File: src/rtl/kfps2kb_pkg.sv
// kfps2kb_pkg: shared types and constants for the PS/2 host command sequencer.
// Revision: 1.0
`default_nettype none
package kfps2kb_pkg;

   typedef enum logic [2:0] {
      IDLE      = 3'd0,
      INHIBIT   = 3'd1,
      RTS       = 3'd2,
      SEND      = 3'd3,
      ACK       = 3'd4,
      WAIT_RESP = 3'd5,
      DONE      = 3'd6,
      ERR       = 3'd7
   } state_t;

   typedef enum logic [1:0] {
      ERR_NONE     = 2'd0,
      ERR_TIMEOUT  = 2'd1,
      ERR_NO_ACK   = 2'd2,
      ERR_RESPONSE = 2'd3
   } err_code_t;

   localparam logic [7:0] PS2_ACK     = 8'hFA;
   localparam logic [7:0] PS2_RESEND  = 8'hFE;
   localparam logic [7:0] PS2_SET_LED = 8'hED;

   // Bit 0 is the start bit, bit 10 the stop bit.
   function automatic logic [10:0] ps2_frame(input logic [7:0] data);
      return {1'b1, ~^data, data, 1'b0};
   endfunction

endpackage
`default_nettype wire

File: src/rtl/kfps2kb_line_sync.sv
// kfps2kb_line_sync: 2-flop synchronizer for the PS/2 lines plus a registered clock falling-edge pulse.
// Revision: 1.0
`default_nettype none
module kfps2kb_line_sync (
   input  logic clock,
   input  logic reset_n,
   input  logic device_clock,
   input  logic device_data,
   output logic data_sync,
   output logic clock_fall
);

   logic [1:0] clk_ff;
   logic [1:0] dat_ff;
   logic       clk_prev;

   // Idle PS/2 lines are pulled high, so reset the chain to 1 to avoid a false edge.
   always_ff @(posedge clock or negedge reset_n) begin
      if (!reset_n) begin
         clk_ff     <= 2'b11;
         dat_ff     <= 2'b11;
         clk_prev   <= 1'b1;
         clock_fall <= 1'b0;
      end else begin
         clk_ff     <= {clk_ff[0], device_clock};
         dat_ff     <= {dat_ff[0], device_data};
         clk_prev   <= clk_ff[1];
         clock_fall <= clk_prev & ~clk_ff[1];
      end
   end

   assign data_sync = dat_ff[1];

endmodule
`default_nettype wire

File: src/rtl/kfps2kb_host_sequencer.sv
// kfps2kb_host_sequencer: PS/2 host-to-device command sender (inhibit, RTS, shift-out, ACK, response).
// Define KFPS2KB_RETRY_EN to resend a byte after 0xFE up to RETRY_MAX times. Revision: 1.0
`default_nettype none
module kfps2kb_host_sequencer
   import kfps2kb_pkg::*;
#(
   parameter logic [15:0] INHIBIT_CYCLES = 16'd5000,
   parameter logic [19:0] TIMEOUT_CYCLES = 20'd750000,
   parameter logic [1:0]  RETRY_MAX      = 2'd2
) (
   input  logic       clock,
   input  logic       reset_n,
   input  logic       device_clock,
   input  logic       device_data,
   output logic       device_clock_oe,
   output logic       device_data_oe,
   input  logic       cmd_valid,
   output logic       cmd_ready,
   input  logic [7:0] cmd_byte,
   input  logic       cmd_has_arg,
   input  logic [7:0] cmd_arg,
   input  logic [7:0] rx_byte,
   input  logic       rx_valid,
   output logic       rx_claim,
   output logic       busy,
   output logic       done,
   output logic       error,
   output logic [1:0] error_code
);

`ifdef KFPS2KB_RETRY_EN
   localparam logic [1:0] RETRY_LIMIT = RETRY_MAX;
`else
   localparam logic [1:0] RETRY_LIMIT = 2'd0;
   logic unused_retry_max;
   assign unused_retry_max = ^RETRY_MAX;
`endif

   state_t     state, state_n;
   err_code_t  err_q, err_n;
   logic [7:0] cmd_q, arg_q;
   logic       has_arg_q;
   logic       byte_idx, byte_idx_n;
   logic [1:0] retry_cnt, retry_n;
   logic [3:0] bit_cnt, bit_cnt_n;
   logic [19:0] cnt, cnt_n;
   logic       clock_oe_n, data_oe_n;
   logic       clk_fall, data_sync;
   logic [10:0] frame;
   logic       accept, line_active, timeout, inhibit_end;

   kfps2kb_line_sync u_line_sync (
      .clock        (clock),
      .reset_n      (reset_n),
      .device_clock (device_clock),
      .device_data  (device_data),
      .data_sync    (data_sync),
      .clock_fall   (clk_fall)
   );

   assign frame       = ps2_frame(byte_idx ? arg_q : cmd_q);
   assign accept      = (state == IDLE) && cmd_valid;
   assign line_active = (state == SEND) || (state == ACK) || (state == WAIT_RESP);
   assign timeout     = (cnt >= TIMEOUT_CYCLES - 20'd1);
   assign inhibit_end = (cnt >= {4'd0, INHIBIT_CYCLES - 16'd1});

   assign cmd_ready   = (state == IDLE);
   assign busy        = (state != IDLE);
   assign rx_claim    = (state == WAIT_RESP);
   assign error_code  = err_q;

   always_comb begin
      state_n    = state;
      err_n      = err_q;
      byte_idx_n = byte_idx;
      retry_n    = retry_cnt;
      bit_cnt_n  = bit_cnt;
      clock_oe_n = device_clock_oe;
      data_oe_n  = device_data_oe;
      cnt_n      = cnt + 20'd1;

      case (state)
         IDLE: begin
            if (cmd_valid) begin
               byte_idx_n = 1'b0;
               retry_n    = 2'd0;
               err_n      = ERR_NONE;
               clock_oe_n = 1'b1;
               data_oe_n  = 1'b0;
               state_n    = INHIBIT;
            end
         end
         INHIBIT: begin
            if (inhibit_end) begin
               data_oe_n = 1'b1;
               state_n   = RTS;
            end
         end
         RTS: begin
            clock_oe_n = 1'b0;
            data_oe_n  = 1'b1;
            bit_cnt_n  = 4'd1;
            state_n    = SEND;
         end
         SEND: begin
            if (clk_fall) begin
               data_oe_n = ~frame[bit_cnt];
               if (bit_cnt == 4'd10) state_n = ACK;
               else                  bit_cnt_n = bit_cnt + 4'd1;
            end else if (timeout) begin
               err_n      = ERR_TIMEOUT;
               clock_oe_n = 1'b0;
               data_oe_n  = 1'b0;
               state_n    = ERR;
            end
         end
         ACK: begin
            if (clk_fall) begin
               if (!data_sync) begin
                  state_n = WAIT_RESP;
               end else begin
                  err_n      = ERR_NO_ACK;
                  clock_oe_n = 1'b0;
                  data_oe_n  = 1'b0;
                  state_n    = ERR;
               end
            end else if (timeout) begin
               err_n      = ERR_TIMEOUT;
               clock_oe_n = 1'b0;
               data_oe_n  = 1'b0;
               state_n    = ERR;
            end
         end
         WAIT_RESP: begin
            // A response strobe takes priority over a coincident timeout.
            if (rx_valid) begin
               if (rx_byte == PS2_ACK) begin
                  if (!byte_idx && has_arg_q) begin
                     byte_idx_n = 1'b1;
                     retry_n    = 2'd0;
                     clock_oe_n = 1'b1;
                     state_n    = INHIBIT;
                  end else begin
                     state_n = DONE;
                  end
               end else if (rx_byte == PS2_RESEND && retry_cnt != RETRY_LIMIT) begin
                  retry_n    = retry_cnt + 2'd1;
                  clock_oe_n = 1'b1;
                  state_n    = INHIBIT;
               end else begin
                  err_n   = ERR_RESPONSE;
                  state_n = ERR;
               end
            end else if (timeout) begin
               err_n   = ERR_TIMEOUT;
               state_n = ERR;
            end
         end
         DONE:    state_n = IDLE;
         ERR:     state_n = IDLE;
         default: state_n = IDLE;
      endcase

      // Watchdog/inhibit counter restarts on every state entry and on device clock edges.
      if (state_n != state || state == IDLE || (line_active && clk_fall))
         cnt_n = 20'd0;
   end

   always_ff @(posedge clock or negedge reset_n) begin
      if (!reset_n) begin
         state           <= IDLE;
         err_q           <= ERR_NONE;
         cmd_q           <= 8'd0;
         arg_q           <= 8'd0;
         has_arg_q       <= 1'b0;
         byte_idx        <= 1'b0;
         retry_cnt       <= 2'd0;
         bit_cnt         <= 4'd0;
         cnt             <= 20'd0;
         device_clock_oe <= 1'b0;
         device_data_oe  <= 1'b0;
         done            <= 1'b0;
         error           <= 1'b0;
      end else begin
         state           <= state_n;
         err_q           <= err_n;
         byte_idx        <= byte_idx_n;
         retry_cnt       <= retry_n;
         bit_cnt         <= bit_cnt_n;
         cnt             <= cnt_n;
         device_clock_oe <= clock_oe_n;
         device_data_oe  <= data_oe_n;
         done            <= (state == DONE);
         error           <= (state == ERR);
         if (accept) begin
            cmd_q     <= cmd_byte;
            arg_q     <= cmd_arg;
            has_arg_q <= cmd_has_arg;
         end
      end
   end

endmodule
`default_nettype wire

File: config.mk
export PLATFORM = sky130hd
export DESIGN_NAME = kfps2kb_host_sequencer
export DESIGN_NICKNAME = d
export VERILOG_FILES = /design/src/rtl/kfps2kb_pkg.sv /design/src/rtl/kfps2kb_line_sync.sv /design/src/rtl/kfps2kb_host_sequencer.sv
export SDC_FILE = /design/constraint.sdc
export NUM_CORES = 1
export LEC_CHECK = 0
export BUFFER_PORTS_ARGS = -buffer_cell sky130_fd_sc_hd__buf_2
export CAP_MARGIN = 15
export CORE_MARGIN = 8
export CORE_UTILIZATION = 53
export DETAILED_ROUTE_END_ITERATION = 10
export PLACE_DENSITY = 0.8
export SYNTH_ARGS = -nofsm -noshare
export SYNTH_HDL_FRONTEND = slang
export SYNTH_SLANG_ARGS = --single-unit
File: constraint.sdc
create_clock -name clock -period 2.1 [get_ports clock]
set_input_delay 0.105 -clock clock [delete_from_list [all_inputs] [get_ports clock]]
set_output_delay 0.105 -clock clock [all_outputs]
set_load 0.05 [all_outputs]
# After elaboration in Yosys (flattened, before gate mapping)

Cells that the tools add are included.
Widths: inputs -> output; s select.

Flip-flop bits (word level): 59
Output and inout port bits: 9
Input bits: 31

Reduce and logical (&&, ||, !) cells: 25
Order comparisons: 3
Muxes and demuxes: 52
Equal/unequal tests: 24
$add $sub $neg: 3
Bitwise operators: 3

Operators with widths:

| cell                  | count |
|---|---|
| $mux 3                | 10 |
| $mux 2                | 13 |
| $pmux 3 s7            | 1 |
| $add 20x1->20 const B | 1 |
| $ge 20x13->1 const B  | 1 |
| $ge 20x20->1 const B  | 1 |
| $mux 20               | 1 |
| $mux 1                | 17 |
| $eq 8x8->1 const B    | 2 |
| $eq 3x3->1 const B    | 4 |
| $ne 2x2->1 const B    | 5 |
| $pmux 1 s5            | 2 |
| $reduce_and 5->1      | 2 |
| $reduce_bool 5->1     | 2 |
| $ne 3x3->1 const B    | 3 |
| $mux 4                | 2 |
| $mux 8                | 1 |
| $pmux 2 s4            | 1 |
| $pmux 4 s2            | 1 |
| $reduce_xnor 8->1     | 1 |
| $reduce_and 7->1      | 1 |
| $eq 3x2->1 const B    | 2 |
| $ne 2x1->1 const B    | 3 |
| $reduce_and 6->1      | 1 |
| 23 further kinds      | 32 |

# Longest topological paths before layout

Depth after elaboration: 10
Mapped depth: 9
Gate-level depth less buffers: 8

# Cells and area by module

A second synthesis with hierarchy kept.

Cell total of the unflattened synthesis: 346
Area, all modules: 3654.8 µm²

By module, submodules not included:

| module                 | area each (µm²) | seq. area each (µm²) | instances | cells an instance |
|---|---|---|---|---|
| kfps2kb_host_sequencer | 3484.6          | 1326.3               | 1         | 339 |
| kfps2kb_line_sync      | 170.2           | 156.4                | 1         | 7 |

# Least setup slack after synthesis

OpenSTA, ideal clock, no wires.

Path kind: flip-flop to flip-flop
From: reg state[0]
To: reg arg_q[7]
Cell stages (with the launch flop): 7
Required time: 1.975 ns
Arrival time: 2.311 ns
Slack: -0.336 ns
Library setup time: 0.125 ns
Path through: dfrtp_1 or3_1 inv_1 and2_1 buf_2 buf_2 mux2_2

Word-level cells in the longest chain between the ends: 2

Ends and longest elaborated chain:

| what                   | RTL line                      | source |
|---|---|---|
| from (decl)            | kfps2kb_host_sequencer.sv:39  | `state_t state, state_n;` |
| from (signal assigned) | kfps2kb_host_sequencer.sv:185 | `state <= state_n;` |
| $logic_not 3->1        | -                             |  |
| named net cmd_ready    | kfps2kb_host_sequencer.sv:18  | `output logic cmd_ready,` |
| $logic_and 1x1->1      | kfps2kb_host_sequencer.sv:62  | `assign accept = (state == IDLE) && cmd_valid;` |
| to (signal assigned)   | kfps2kb_host_sequencer.sv:197 | `arg_q <= cmd_arg;` |
| to (decl)              | kfps2kb_host_sequencer.sv:41  | `logic [7:0] cmd_q, arg_q;` |

The timed path passes the listed nets, and every way through them passes these cells.
A chain may end at the register's enable or synchronous reset.

# Worst setup path in the final report

From: reg cnt[14]
To: reg cnt[11]

Word-level cells in the longest chain between the ends: 8

Ends and longest elaborated chain:

| what                            | RTL line                                                                                    | source |
|---|---|---|
| from (decl)                     | kfps2kb_host_sequencer.sv:46                                                                | `logic [19:0] cnt, cnt_n;` |
| from (signal assigned)          | kfps2kb_host_sequencer.sv:190                                                               | `cnt <= cnt_n;` |
| $ge 20x20->1                    | kfps2kb_host_sequencer.sv:64                                                                | `assign timeout = (cnt >= TIMEOUT_CYCLES - 20'd1);` |
| $mux 3                          | kfps2kb_host_sequencer.sv:110, kfps2kb_host_sequencer.sv:127, kfps2kb_host_sequencer.sv:154 |  |
| $mux 3 (on tied branches)       | kfps2kb_host_sequencer.sv:136, kfps2kb_host_sequencer.sv:106, kfps2kb_host_sequencer.sv:118 |  |
| $pmux 3 s7 *                    | kfps2kb_host_sequencer.sv:82                                                                | `case (state)` |
| $ne 3x3->1 *                    | kfps2kb_host_sequencer.sv:165                                                               | `if (state_n != state \|\| state == IDLE \|\| (line_active && clk_fall))` |
| $logic_or 1x1->1 * (2 in a row) | kfps2kb_host_sequencer.sv:165                                                               |  |
| $mux 20 *                       | kfps2kb_host_sequencer.sv:165                                                               |  |
| named net cnt_n[11]             | kfps2kb_host_sequencer.sv:46                                                                |  |

The timed path passes the listed nets; every way through them passes the cells marked *.

==> results.tsv <==
metric	value	unit
Tot GR Track Use	19.0	%
Leakage	0.00188	uW
Vias/cell	5.74	
# rows	29	
core area	0.00620	mm^2
die extent in x	95.2	um
Hold Crit Depth	2	
max cap viols	0	
GP Congestion	0.858	
final setup violation count	0	
layout cell share with drive strength beyond 1	34.9	%
CTS buffer count	9	
antenna diode count	0	
Post-Syn Area	0.00333	mm^2
FF+latch count, synth	59	
drt total wl	8460	um
peak supply drop	0.796	mV
Hold/Removal Path Class	primary input to flop	
DP Area	0.00379	mm^2
Post-synth EDFFs	0	
DR vias	2824	
headroom to the max-slew limit	54.1	%
clk sinks	59	
Critical Path RT	2.37	ns
Fin. Hold Viols	0	
Worst Max-Slew Pin Slew	0.688	ns
R2R cell count	6	
crit path max fanout	20	
Final Skew	0.00628	ns
Worst Setup SP	cnt[14]	
syn_nets	358	
min Tclk post-route	2.01	ns
Synth Area per Inst	10.3	um^2
Detailed Place HPWL	5410	um
grt ovf	0	
period utilization	95.6	%
outcome	completed	
Max Freq	498	MHz
Worst-path clk slew	0.06	ns
sequential share of the synthesized area	44.6	%
worst-skew pair later-pin latency	0.34	ns
Setup TNS Final	0	ns
Clock Tree Buf Depth	2	
Reg2Reg Setup Slack	0.09	ns
Area Growth Syn to Fin	29.0	%
leading register cell type out of synthesis	dfrtp_1	
Hold Path End	cmd_q[3]	
vias in the first global route	2741	
CP Class	flop to flop	
dpl ws	-0.0195	ns
hold_sp	cmd_byte[3]	
Async SR Flop Fraction	100	%
# IOs	40	
first-pass GRT wire length	13200	um
Total Power	3630	uW
cell count after synthesis	323	
Setup crit start kind	flop	
Starting Density	53.6	%
yosys warns	0	
drt initial violations	239	
die area	0.00907	mm^2
largest net degree at the start of global routing	31	
Root Driver	clkbuf_8	
Worst EP arrival	2.28	ns
CTS tree	built	
number of port buffers	39	
DRC errors left	0	
antenna violations before repair	0	
pwr/cell area	846	mW/mm^2
reg2reg end	cnt[11]	
Nets	445	
antenna-violating nets left	0	
1st-pass router iterations	4	
count of cell types in the netlist	54	
Pins Over Slew Limit	0	
Worst R2R Start	cnt[14]	
CP endpoint kind	flop	
DIE HEIGHT	95.2	um
H-tree Lvls	3	
drt wl/cell	17.2	um
fin area	0.00429	mm^2
worst setup margin	0.0925	ns
## per-stage QoR
| step | hold slack, ns | utilization [%] | instances |
|---|---|---|---|
| after detailed placement | 0.185 | 61.1 | 453 |
| after floorplan | -0.191 | - | 323 |
| final | 0.0160 | 69.2 | 492 |
| after CTS | 0.0108 | 67.8 | 489 |
| after global routing | 0.00905 | 69.2 | 492 |
| after global placement | 0.181 | 61.1 | 453 |
## cell usage in the layout (no fill, tap or decap), types with 5 or more instances in the layout
master         instances
buf_4                 28
nand2_1               27
dfstp_2                5
a21oi_1               14
dlygate4sd3_1         19
dfrtp_1               54
xor2_1                16
and2_1                 5
nand4_1                5
clkbuf_8              10
buf_2                 39
mux2_2                20
o21ai_0               10
nor2_2                19
nor2b_1                6
mux2i_1                9
xnor2_1               13
and3_1                 5
nor3_1                 7
inv_1                  9
nand3_1                9
nor2_1                14
nand2b_1               6
## power by group
part           leakage (uW)  internal (uW)  switching, uW
clock              0.000109            696            452
sequential         0.000752           1330            195
combinational       0.00102            485            478
## worst max-delay path by stage
stage,end,slack [ns],cells past startpoint
2_1_floorplan,arg_q[7],0.04,6
3_3_place_gp,cnt[19],0.06,7
3_5_place_dp,cnt[5],-0.02,8
4_1_cts,cnt[5],0.01,8
5_1_grt,error_code[0],-0.01,9
6_report,cnt[11],0.09,6
## registers in the layout, indices dropped and copies added (netlist names)
signal,count
arg_q,8
bit_cnt,4
byte_idx,1
cmd_q,8
cnt,20
device_clock_oe,1
device_data_oe,1
done,1
error,1
error_code,2
has_arg_q,1
retry_cnt,2
state,3
u_line_sync.clk_ff,2
u_line_sync.clk_prev,1
u_line_sync.clock_fall,1
u_line_sync.dat_ff,2
## cells in the mapped netlist, types with 6 or more instances
cell type / number / area, um^2
mux2_2: 20 / 225
dfrtp_1: 54 / 1350
nand2_1: 27 / 101
nor2b_1: 6 / 37.5
xnor2_1: 13 / 114
nand2b_1: 6 / 37.5
nor2_2: 20 / 125
a21oi_1: 14 / 70.1
clkbuf_1: 6 / 22.5
nor3_1: 7 / 35.0
xor2_1: 16 / 140
nand3_1: 9 / 45.0
mux2i_1: 9 / 90.1
nor2_1: 14 / 52.6
o21ai_0: 11 / 55.1
inv_1: 10 / 37.5
## logic make-up (layout without fill, tap and decap cells)
family	count (synthesis)	in the layout	share of synthesized area (%)
and+or+nand+nor	118	118	19.4
adders and majority gates	4	4	1.50
xor gates and xnor gates	29	29	7.64
buffers and inverters	23	115	3.42
AOI/OAI and AO/OA	58	58	11.9
muxes	32	32	11.5
DFF	59	59	44.6
## routing by layer
layer	global-route usage, %	share of wire (%)	vias to the layer above
li1	-	-	1326
met1	22.8	42	1385
met2	31.1	50	96
met3	4.41	5.7	17
met4	9.62	2.3	0
met5	0	0	-
## timing repair
action / 4_1_cts / 5_1_grt
endpoints found under the setup margin: 18 / 23
resized for setup: 0 / 11
setup buffers: 1 / 3
pin swaps: 1 / 4
hold buffers: 19 / 0
endpoints found under the hold margin: 42 / 0
## critical path, cell delays in order (launching register included)
cell	delay, ns
dfrtp_1	0.42
or4_4	0.51
nor4_4	0.20
nand4b_1	0.14
a221o_1	0.37
buf_12	0.18
nor2_2	0.12
## layout make-up
type	instances	area (um^2)
inverter	10	41.3
fill	423	1910
tap	77	96.3
timing repair buffer	89	656
clock buffer	11	141
multi-input combinational	241	1800
clock inverter	5	77.6
sequential	59	1480
(Power assumes the default switching activity.)
